File: src/rtl/csa_accum_pkg.sv
// csa_accum_pkg: shared types and widths for the carry-save accumulator.
// Holds the FSM state enum, the operand width and the operand-count width.
package csa_accum_pkg;

    localparam int DATA_W = 16;
    localparam int CNT_W  = 8;

    typedef enum logic [1:0] {
        ST_IDLE,
        ST_ACCUM,
        ST_RESOLVE,
        ST_OUTPUT
    } state_t;

endpackage

File: src/rtl/csa_accum_ctrl_csa.sv
// carry_save_adder: W-bit 3:2 compressor.
// Ports: a, b, c operands; sum = a^b^c; carry = majority shifted up one bit.
module carry_save_adder
    import csa_accum_pkg::*;
#(
    parameter int W = DATA_W
) (
    input  logic [W-1:0] a,
    input  logic [W-1:0] b,
    input  logic [W-1:0] c,
    output logic [W-1:0] sum,
    output logic [W-1:0] carry
);

    logic [W-1:0] maj;

    assign sum   = a ^ b ^ c;
    assign maj   = (a & b) | (a & c) | (b & c);
    // Carry is stored at carry weight; the top majority bit falls off
    // because the result is modulo 2^W.
    assign carry = {maj[W-2:0], 1'b0};

endmodule

File: src/rtl/csa_accum_ctrl.sv
// csa_accum_ctrl: accumulates a group of 16-bit operands in carry-save form
// and resolves S+C once per group (closed by in_last or MAX_OPS operands).
// Ports: clk, rst_n (async, active-low); in_valid/in_ready/in_data/in_last
// operand stream; out_valid/out_ready/out_data/out_trunc result; busy.
// Optional: define CSA_ACCUM_CNT_EN to add op_count[7:0] (operands in group).
module csa_accum_ctrl
    import csa_accum_pkg::*;
#(
    parameter int MAX_OPS = 16
) (
    input  logic              clk,
    input  logic              rst_n,
    input  logic              in_valid,
    output logic              in_ready,
    input  logic [DATA_W-1:0] in_data,
    input  logic              in_last,
    output logic              out_valid,
    input  logic              out_ready,
    output logic [DATA_W-1:0] out_data,
    output logic              out_trunc,
    output logic              busy
`ifdef CSA_ACCUM_CNT_EN
    ,
    output logic [CNT_W-1:0]  op_count
`endif
);

    localparam logic [CNT_W-1:0] MAX_CNT = CNT_W'(MAX_OPS);

    state_t            state;
    logic [DATA_W-1:0] s_q;
    logic [DATA_W-1:0] c_q;
    logic [CNT_W-1:0]  cnt_q;
    logic              trunc_q;

    logic [DATA_W-1:0] csa_a;
    logic [DATA_W-1:0] csa_b;
    logic [DATA_W-1:0] csa_sum;
    logic [DATA_W-1:0] csa_carry;
    logic [CNT_W-1:0]  cnt_nxt;
    logic              accept;
    logic              hit_max;

    // in_ready is gated by rst_n so it reads 0 while reset is held and 1
    // as soon as reset releases, without waiting for a clock edge.
    assign in_ready = rst_n & ((state == ST_IDLE) | (state == ST_ACCUM));
    assign accept   = in_valid & in_ready;

    // Feeding zeros in IDLE makes the compressor produce S=in_data, C=0,
    // so the first beat shares the same update path as later ones.
    assign csa_a = (state == ST_IDLE) ? '0 : s_q;
    assign csa_b = (state == ST_IDLE) ? '0 : c_q;

    assign cnt_nxt = cnt_q + CNT_W'(1);
    assign hit_max = (cnt_nxt == MAX_CNT);

    carry_save_adder #(
        .W     (DATA_W)
    ) u_csa (
        .a     (csa_a),
        .b     (csa_b),
        .c     (in_data),
        .sum   (csa_sum),
        .carry (csa_carry)
    );

    always_ff @(posedge clk or negedge rst_n) begin
        if (!rst_n) begin
            state     <= ST_IDLE;
            s_q       <= '0;
            c_q       <= '0;
            cnt_q     <= '0;
            trunc_q   <= 1'b0;
            out_data  <= '0;
            out_trunc <= 1'b0;
            out_valid <= 1'b0;
            busy      <= 1'b0;
`ifdef CSA_ACCUM_CNT_EN
            op_count  <= '0;
`endif
        end else begin
            unique case (state)
                ST_IDLE: begin
                    if (accept) begin
                        s_q     <= csa_sum;
                        c_q     <= csa_carry;
                        cnt_q   <= CNT_W'(1);
                        trunc_q <= 1'b0;
                        busy    <= 1'b1;
                        state   <= in_last ? ST_RESOLVE : ST_ACCUM;
                    end
                end
                ST_ACCUM: begin
                    if (accept) begin
                        s_q   <= csa_sum;
                        c_q   <= csa_carry;
                        cnt_q <= cnt_nxt;
                        if (in_last || hit_max) begin
                            // in_last wins: a group that ends exactly on
                            // the limit is not truncated.
                            trunc_q <= ~in_last;
                            state   <= ST_RESOLVE;
                        end
                    end
                end
                ST_RESOLVE: begin
                    out_data  <= s_q + c_q;
                    out_trunc <= trunc_q;
`ifdef CSA_ACCUM_CNT_EN
                    op_count  <= cnt_q;
`endif
                    out_valid <= 1'b1;
                    state     <= ST_OUTPUT;
                end
                ST_OUTPUT: begin
                    if (out_ready) begin
                        out_valid <= 1'b0;
                        busy      <= 1'b0;
                        state     <= ST_IDLE;
                    end
                end
            endcase
        end
    end

endmodule

File: config.mk
export PLATFORM = sky130hd
export DESIGN_NAME = csa_accum_ctrl
export DESIGN_NICKNAME = d
export VERILOG_FILES = /design/src/rtl/csa_accum_pkg.sv /design/src/rtl/csa_accum_ctrl_csa.sv /design/src/rtl/csa_accum_ctrl.sv
export SDC_FILE = /design/constraint.sdc
export NUM_CORES = 1
export LEC_CHECK = 0
export ABC_AREA = 1
export BUFFER_PORTS_ARGS = -buffer_cell sky130_fd_sc_hd__buf_2
export CAP_MARGIN = 30
export CELL_PAD_IN_SITES_DETAIL_PLACEMENT = 1
export CELL_PAD_IN_SITES_GLOBAL_PLACEMENT = 1
export CORE_ASPECT_RATIO = 0.7
export CORE_MARGIN = 2
export CORE_UTILIZATION = 48
export DETAILED_ROUTE_END_ITERATION = 16
export HOLD_SLACK_MARGIN = 0.15
export PLACE_DENSITY_LB_ADDON = 0.05
export SLEW_MARGIN = 5
export SYNTH_ARGS = -nofsm -noshare
export SYNTH_HDL_FRONTEND = slang
export SYNTH_HIERARCHICAL = 1
export SYNTH_SLANG_ARGS = --single-unit
File: constraint.sdc
create_clock -name clk -period 6.25 [get_ports clk]
set_input_delay 1.25 -clock clk [delete_from_list [all_inputs] [get_ports clk]]
set_output_delay 1.25 -clock clk [all_outputs]
set_load 0.02 [all_outputs]
==> impl_metrics.yaml, run 1 <==
yosys:
  synthesis.area_sq_um: 4026
  ys_ff_latch: 62
  ys_seq_area_frac: 0.3853
  synth_cell_types: 34
  syn_avg_cell_area_sq_um: 7.849
  async_reset_ff_frac: 1.000
  yosysWarnings: 6
  synth_flop_cell: "dfrtp_1"
  synthesis.nets: 570
  synthTopCellsByArea: "dfrtp_1 (39%), nand2_1 (13%), fa_1 (8.0%)"
  synth-edff-count: 0
  yosysTopAreaCell: "dfrtp_1"
  synthCells: 513
  netlist.area_leader.share: 0.3853
detailed_routing:
  wl_met1_um: 4787
  route.met3.wl_um: 343
  first_iter_violations: 123
  drc: 0
  vias_per_cell: 5.227
  routedWlPerCell_um: 15.56
  highest_layer: "met4"
  wl_met2_um: 4892
  vias: 3413
  ant_nets: 0
  dr.pass1.iters: 4
  drt_wl_total_um: 10160
layout:
  area_growth_pct: 12.40
  final_util: 0.5652
  register_area_sq_um: 1551
  fillers: 1025
  nets: 605
  drive_gt1_frac: 0.1322
  multi_input_area_sq_um: 2068
  fin_area_sq_um: 4526
  antenna_cells: 0
min_path:
  hp-start: "out_data[0]$_DFFE_PN0P_"
  hold_path_class: "reg2reg"
floorplan:
  fp.dieH_um: 80.63
  pin_count: 41
  dieWidth_um: 113.5
  coreArea_sq_um: 8006
  die_area_sq_um: 9148
  initial_core_util: 0.5029
  num_rows: 27
sta:
  fin_crit_ns: 3.021
  hold_viol_final: 0
  finClkSkew_ns: 0.004264
  tns_ns: 0
  tightest_slew_ns: 0.8248
  setup_viol: 0
  period_share: 0.4834
  finalMaxSlewViolations: 0
  slew_headroom: 0.4501
  fmax_mhz: 331.0
  finalWorstSetupSlack_ns: 3.229
  rsz0062_at_grt: "no"
placement:
  numPortBuffers: 40
  preCtsSetupSlack_ns: 3.226
  gp_congestion: 0.8028
  dpl_cell_area_sq_um: 4242
  dp_hpwl_um: 7419
pwr:
  design_power_total_mw: 2.349
  powerDensity_nw_per_um2: 519.1
  p_leak_nw: 2.360
  peakVddDrop_uv: 186.1
clocking:
  root_buffer: "clkbuf_16"
  cts.path.max_buffers: 2
  post_cts_buffers: 0
  cts_hold_buf: 0
  cts_tree: "done"
  path_clk_slew_ns: 0.05
  cts.sinks: 62
  cts_made_buffers: 9
  htree_levels: 3
  clock_latency_ns: 0.33
  cts_resized: 0
worst_setup_path:
  crit_family: "buffers and inverters"
  rr_startpoint: "state[1]$_DFFE_PN0P_"
  crit_chain: "buf_2, inv_1, nor2_4, buf_2"
  crit_buf_inv: 3
  cp-start-kind: "input port"
  cp.arrival_ns: 1.77
  cp_slowest_cell: "buf_2"
  crit_path_max_fanout: 2
  slowest_delay_ns: 0.17
  path_common_cell: "buf_2"
  crit_required_ns: 5.00
  critPathKind: "in2out"
  worstSetupStartpoint: "rst_n"
  end_kind: "output pin"
global_route:
  grt_max_degree: 78
  grt_overflow: 0
  grt_pass1_wl_um: 17160
  grt_use_total: 0.2437
  antenna_found_initial: 0
  first_global_vias: 3614
run_status:
  outcome: "complete, no violations"
flow_run:
  cap_violations: 0
[worst paths after layout]
| path | to | slack (ns) | cells past startpoint |
|---|---|---|---|
| hold / removal | out_data[0]$_DFFE_PN0P_ | 0.46 | 2 |
| setup reg to reg | state[1]$_DFFE_PN0P_ | 3.84 | 11 |
| hold reg to reg | out_data[0]$_DFFE_PN0P_ | 0.46 | 2 |
| max in group asynchronous | c_q[2]$_DFFE_PN0P_ | 4.53 | 2 |
| min in group asynchronous | c_q[12]$_DFFE_PN0P_ | 1.16 | 2 |
| setup / recovery | in_ready | 3.23 | 4 |
[registers in the layout, summed over array words and instances (netlist names)]
| register | cells |
|---|---|
| out_valid | 1 |
| out_data | 16 |
| c_q | 16 |
| s_q | 16 |
| busy | 1 |
| out_trunc | 1 |
| trunc_q | 1 |
| cnt_q | 8 |
| state | 2 |
[tightest hold or removal path, stage by stage, from the launching register on]
cell and delay [ns]:
dfrtp_1 0.33, nand2_1 0.05, nand2_1 0.04
[Yosys cell counts, types with 3 or more instances]
master,instances
nand2_1,140
xnor2_1,6
buf_6,4
nor2_4,3
nand3b_1,4
ha_1,20
o21ai_0,22
nor2_2,3
buf_4,3
nand3_1,30
dfrtp_1,62
buf_2,4
fa_1,16
nand3_2,3
nand2_2,5
a21oi_1,15
o21ai_1,30
inv_1,72
clkbuf_1,5
nor2_1,46
nand4_1,5
[final cells by class]
| class | instances | share of cell area |
|---|---|---|
| Multi-Input combinational cell | 359 | 0.4570 |
| Clock buffer | 14 | 0.05612 |
| Inverter | 74 | 0.06193 |
| Timing Repair Buffer | 42 | 0.04755 |
| Sequential cell | 62 | 0.3428 |
| Tap cell | 101 | 0.02792 |
| Clock inverter | 1 | 0.006635 |
[layout by cell type, fill, tap and decap left out, types with 16 or more instances in the layout]
master	n
buf_2	40
dfrtp_1	62
fa_1	16
ha_1	20
inv_1	72
nand2_1	140
nand3_1	30
nor2_1	46
o21ai_0	22
o21ai_1	30
[per-layer routing]
metal  up-vias  track usage
met2        47       0.4138
met4         0      0.05610
met3        15      0.06566
li1       1673            -
met1      1678       0.3133
met5         -            0
[report_power, final]
group	switching, mW	internal, mW	total (mW)
Clock	0.173	0.318	0.491
Sequential	0.108	0.561	0.670
Combinational	0.780	0.409	1.19
[through the flow]
stage,hold WS [ns],instances
floorplan,0.4889,513
global placement,0.4515,638
detailed placement,0.4538,638
CTS,0.4663,653
global route,0.5002,653
finish,0.4636,653
[logic make-up after synthesis]
family / synth area share
buffers and inverters: 0.1010
AOI/OAI and AO/OA: 0.09851
adders and majority gates: 0.1417
and+or+nand+nor: 0.2595
xor gates and xnor gates: 0.01305
other: 0.0009314
DFF: 0.3853
Note: power is estimated with default switching activity, not from simulation.
==> inputs of run 2 (changes only) <==
--- a/config.mk
+++ b/config.mk
@@ -5,14 +5,14 @@
 export SDC_FILE = /design/constraint.sdc
 export NUM_CORES = 1
 export LEC_CHECK = 0
-export ABC_AREA = 1
+export ABC_AREA = 0
 export BUFFER_PORTS_ARGS = -buffer_cell sky130_fd_sc_hd__buf_2
 export CAP_MARGIN = 30
 export CELL_PAD_IN_SITES_DETAIL_PLACEMENT = 1
 export CELL_PAD_IN_SITES_GLOBAL_PLACEMENT = 1
 export CORE_ASPECT_RATIO = 0.7
 export CORE_MARGIN = 2
-export CORE_UTILIZATION = 48
+export CORE_UTILIZATION = 47
 export DETAILED_ROUTE_END_ITERATION = 16
 export HOLD_SLACK_MARGIN = 0.15
 export PLACE_DENSITY_LB_ADDON = 0.05
==> constraint.sdc (replaced) <==
create_clock -name clk -period 2.8 [get_ports clk]
set_input_delay 0.56 -clock clk [delete_from_list [all_inputs] [get_ports clk]]
set_output_delay 0.56 -clock clk [all_outputs]
set_load 0.02 [all_outputs]
==> impl_metrics.yaml, run 2 <==
run_status:
  outcome: "complete, no violations"
flow_run:
  cap_violations: 0
yosys:
  async_reset_ff_frac: 1.000
  yosysTopAreaCell: "dfrtp_1"
  synthesis.nets: 402
  synth-edff-count: 0
  synthesis.area_sq_um: 3850
  yosysWarnings: 6
  netlist.area_leader.share: 0.4030
  synth.cells.most_frequent: "dfrtp_1 (62), mux2_2 (42), nor2b_1 (33), ha_1 (20), nand2_1 (20)"
  synthCells: 345
  synth_flop_cell: "dfrtp_1"
  ys_ff_latch: 62
  synth_cell_types: 50
  synthTopCellsByArea: "dfrtp_1 (40%), mux2_2 (12%), fa_1 (8.3%)"
  ys_seq_area_frac: 0.4030
  synth.most_common_cell: "dfrtp_1"
  syn_avg_cell_area_sq_um: 11.16
sta:
  setup_viol: 0
  finalWorstSetupSlack_ns: 0.3434
  tns_ns: 0
  rsz0062_at_grt: "no"
  fin_crit_ns: 2.457
  finalMaxSlewViolations: 0
  tightest_slew_ns: 0.7585
  hold_viol_final: 0
  finClkSkew_ns: 0.009003
  fmax_mhz: 407.1
  period_share: 0.8774
  slew_headroom: 0.4944
clocking:
  cts.path.max_buffers: 2
  path_clk_slew_ns: 0.06
  cts.sinks: 62
  clock_latency_ns: 0.34
  post_cts_buffers: 0
  cts_made_buffers: 9
  root_buffer: "clkbuf_16"
  htree_levels: 3
  cts_tree: "done"
detailed_routing:
  ant_nets: 0
  vias_per_cell: 5.651
  drt_wl_total_um: 9723
  drc: 0
  vias: 2803
  routedWlPerCell_um: 19.60
  dr.pass1.iters: 4
  first_iter_violations: 91
layout:
  fin_cells: 496
  final_common_cell: "dfrtp_1"
  largestRegisters: "c_q (16), out_data (16), s_q (16)"
  antenna_cells: 0
  nets: 447
  drive_gt1_frac: 0.2861
  area_growth_pct: 16.87
  layout_common_cells: "dfrtp_1 (62), mux2_2 (42), buf_2 (40), nor2b_1 (33)"
placement:
  gp_congestion: 0.7912
  preCtsSetupSlack_ns: 0.3900
  numPortBuffers: 40
  dp_cells: 479
  dp_hpwl_um: 6769
global_route:
  grt_use_total: 0.2374
  grt_max_degree: 58
  grt_pass1_wl_um: 16260
  first_global_vias: 3052
  grt_overflow: 0
  antenna_found_initial: 0
worst_setup_path:
  crit_path_max_fanout: 4
  crit_required_ns: 3.04
  critPathKind: "reg2reg"
  end_kind: "flip-flop"
  cp-start-kind: "flip-flop"
  cp.arrival_ns: 2.69
floorplan:
  coreArea_sq_um: 7905
  fp.dieH_um: 79.73
  pin_count: 41
  die_area_sq_um: 8943
  num_rows: 27
  initial_core_util: 0.4870
  dieWidth_um: 112.2
min_path:
  hold_path_class: "in2reg"
pwr:
  powerDensity_nw_per_um2: 1388
  peakVddDrop_uv: 642.0
  design_power_total_mw: 6.245
  p_leak_nw: 2.053
-- run 2: changes by cell type after synthesis, moves of 23 or more --
cell / previous run / this run
nand3_1: 30 / 7
o21ai_1: 30 / 0
inv_1: 72 / 7
mux2_2: 0 / 42
nor2_1: 46 / 16
nand2_1: 140 / 20
nor2b_1: 0 / 33
-- run 2: per-stage QoR --
step	hold WS [ns]	util	instance area, sq um
5_1_grt	0.4565	0.5692	4499
4_1_cts	0.4455	0.5692	4499
3_5_place_dp	0.4389	0.5286	4179
3_3_place_gp	0.4299	0.5286	4179
2_1_floorplan	0.2644	-	3850
6_report	0.4575	0.5692	4499
-- run 2: critical path: stages (launching register included) --
cell and delay, ns:
dfrtp_1 0.39, ha_1 0.25, fa_1 0.43, a211oi_1 0.42, o21ai_2 0.19, and3_4 0.19
o31a_1 0.28, o31ai_1 0.20
-- run 2: cell families (layout without fill, tap and decap cells) --
family | Yosys count | count (layout) | synth area share
adder cells (fa/ha/maj) | 36 | 36 | 0.1482
XOR/XNOR | 11 | 11 | 0.02893
buffers and inverters | 20 | 70 | 0.02113
other | 1 | 1 | 0.0009740
flip-flops | 62 | 62 | 0.4030
AO/OA/AOI/OAI | 74 | 74 | 0.1310
multiplexers | 47 | 47 | 0.1358
AND/OR/NAND/NOR | 94 | 94 | 0.1310
-- run 2: what timing repair did --
action	4_1_cts	5_1_grt
gates resized for setup	0	0
hold buffers	1	0
endpoints found under the hold margin	5	0
-- run 2: final cells by class --
type,count,area [sq um]
well taps,101,126.4
flip-flops and latches,62,1551
inverters,7,26.28
clock buffers,11,252.7
fillers,867,3406
multi-input cells,263,2217
repair buffers,47,267.8
clock inverters,5,57.56
-- run 2: worst paths after layout --
check	startpoint	end	slack, ns	cells past startpoint
hold / removal	out_ready	out_valid$_DFFE_PN0P_	0.46	2
min in group asynchronous	rst_n	trunc_q$_DFFE_PN0P_	0.66	2
setup reg to reg	s_q[0]$_DFFE_PN0P_	out_data[14]$_DFFE_PN0P_	0.34	7
setup / recovery	s_q[0]$_DFFE_PN0P_	out_data[14]$_DFFE_PN0P_	0.34	7
hold reg to reg	out_data[6]$_DFFE_PN0P_	out_data[6]$_DFFE_PN0P_	0.50	1
max in group asynchronous	rst_n	s_q[6]$_DFFE_PN0P_	1.11	3
-- run 2: routing by layer --
metal | vias to the layer above | track usage | part of all wire | routed length [um]
li1 | 1327 | - | - | -
met1 | 1429 | 0.3325 | 0.50 | 4855
met2 | 45 | 0.3765 | 0.46 | 4515
met3 | 2 | 0.05543 | 0.033 | 319
met4 | 0 | 0.05854 | 0.0033 | 32
met5 | - | 0 | 0 | 0
-- run 2: power by group --
part	switching, mW	leakage [nW]	internal, mW
logic	1.91	1.14	1.55
clock network	0.419	0.144	0.735
registers	0.322	0.765	1.30
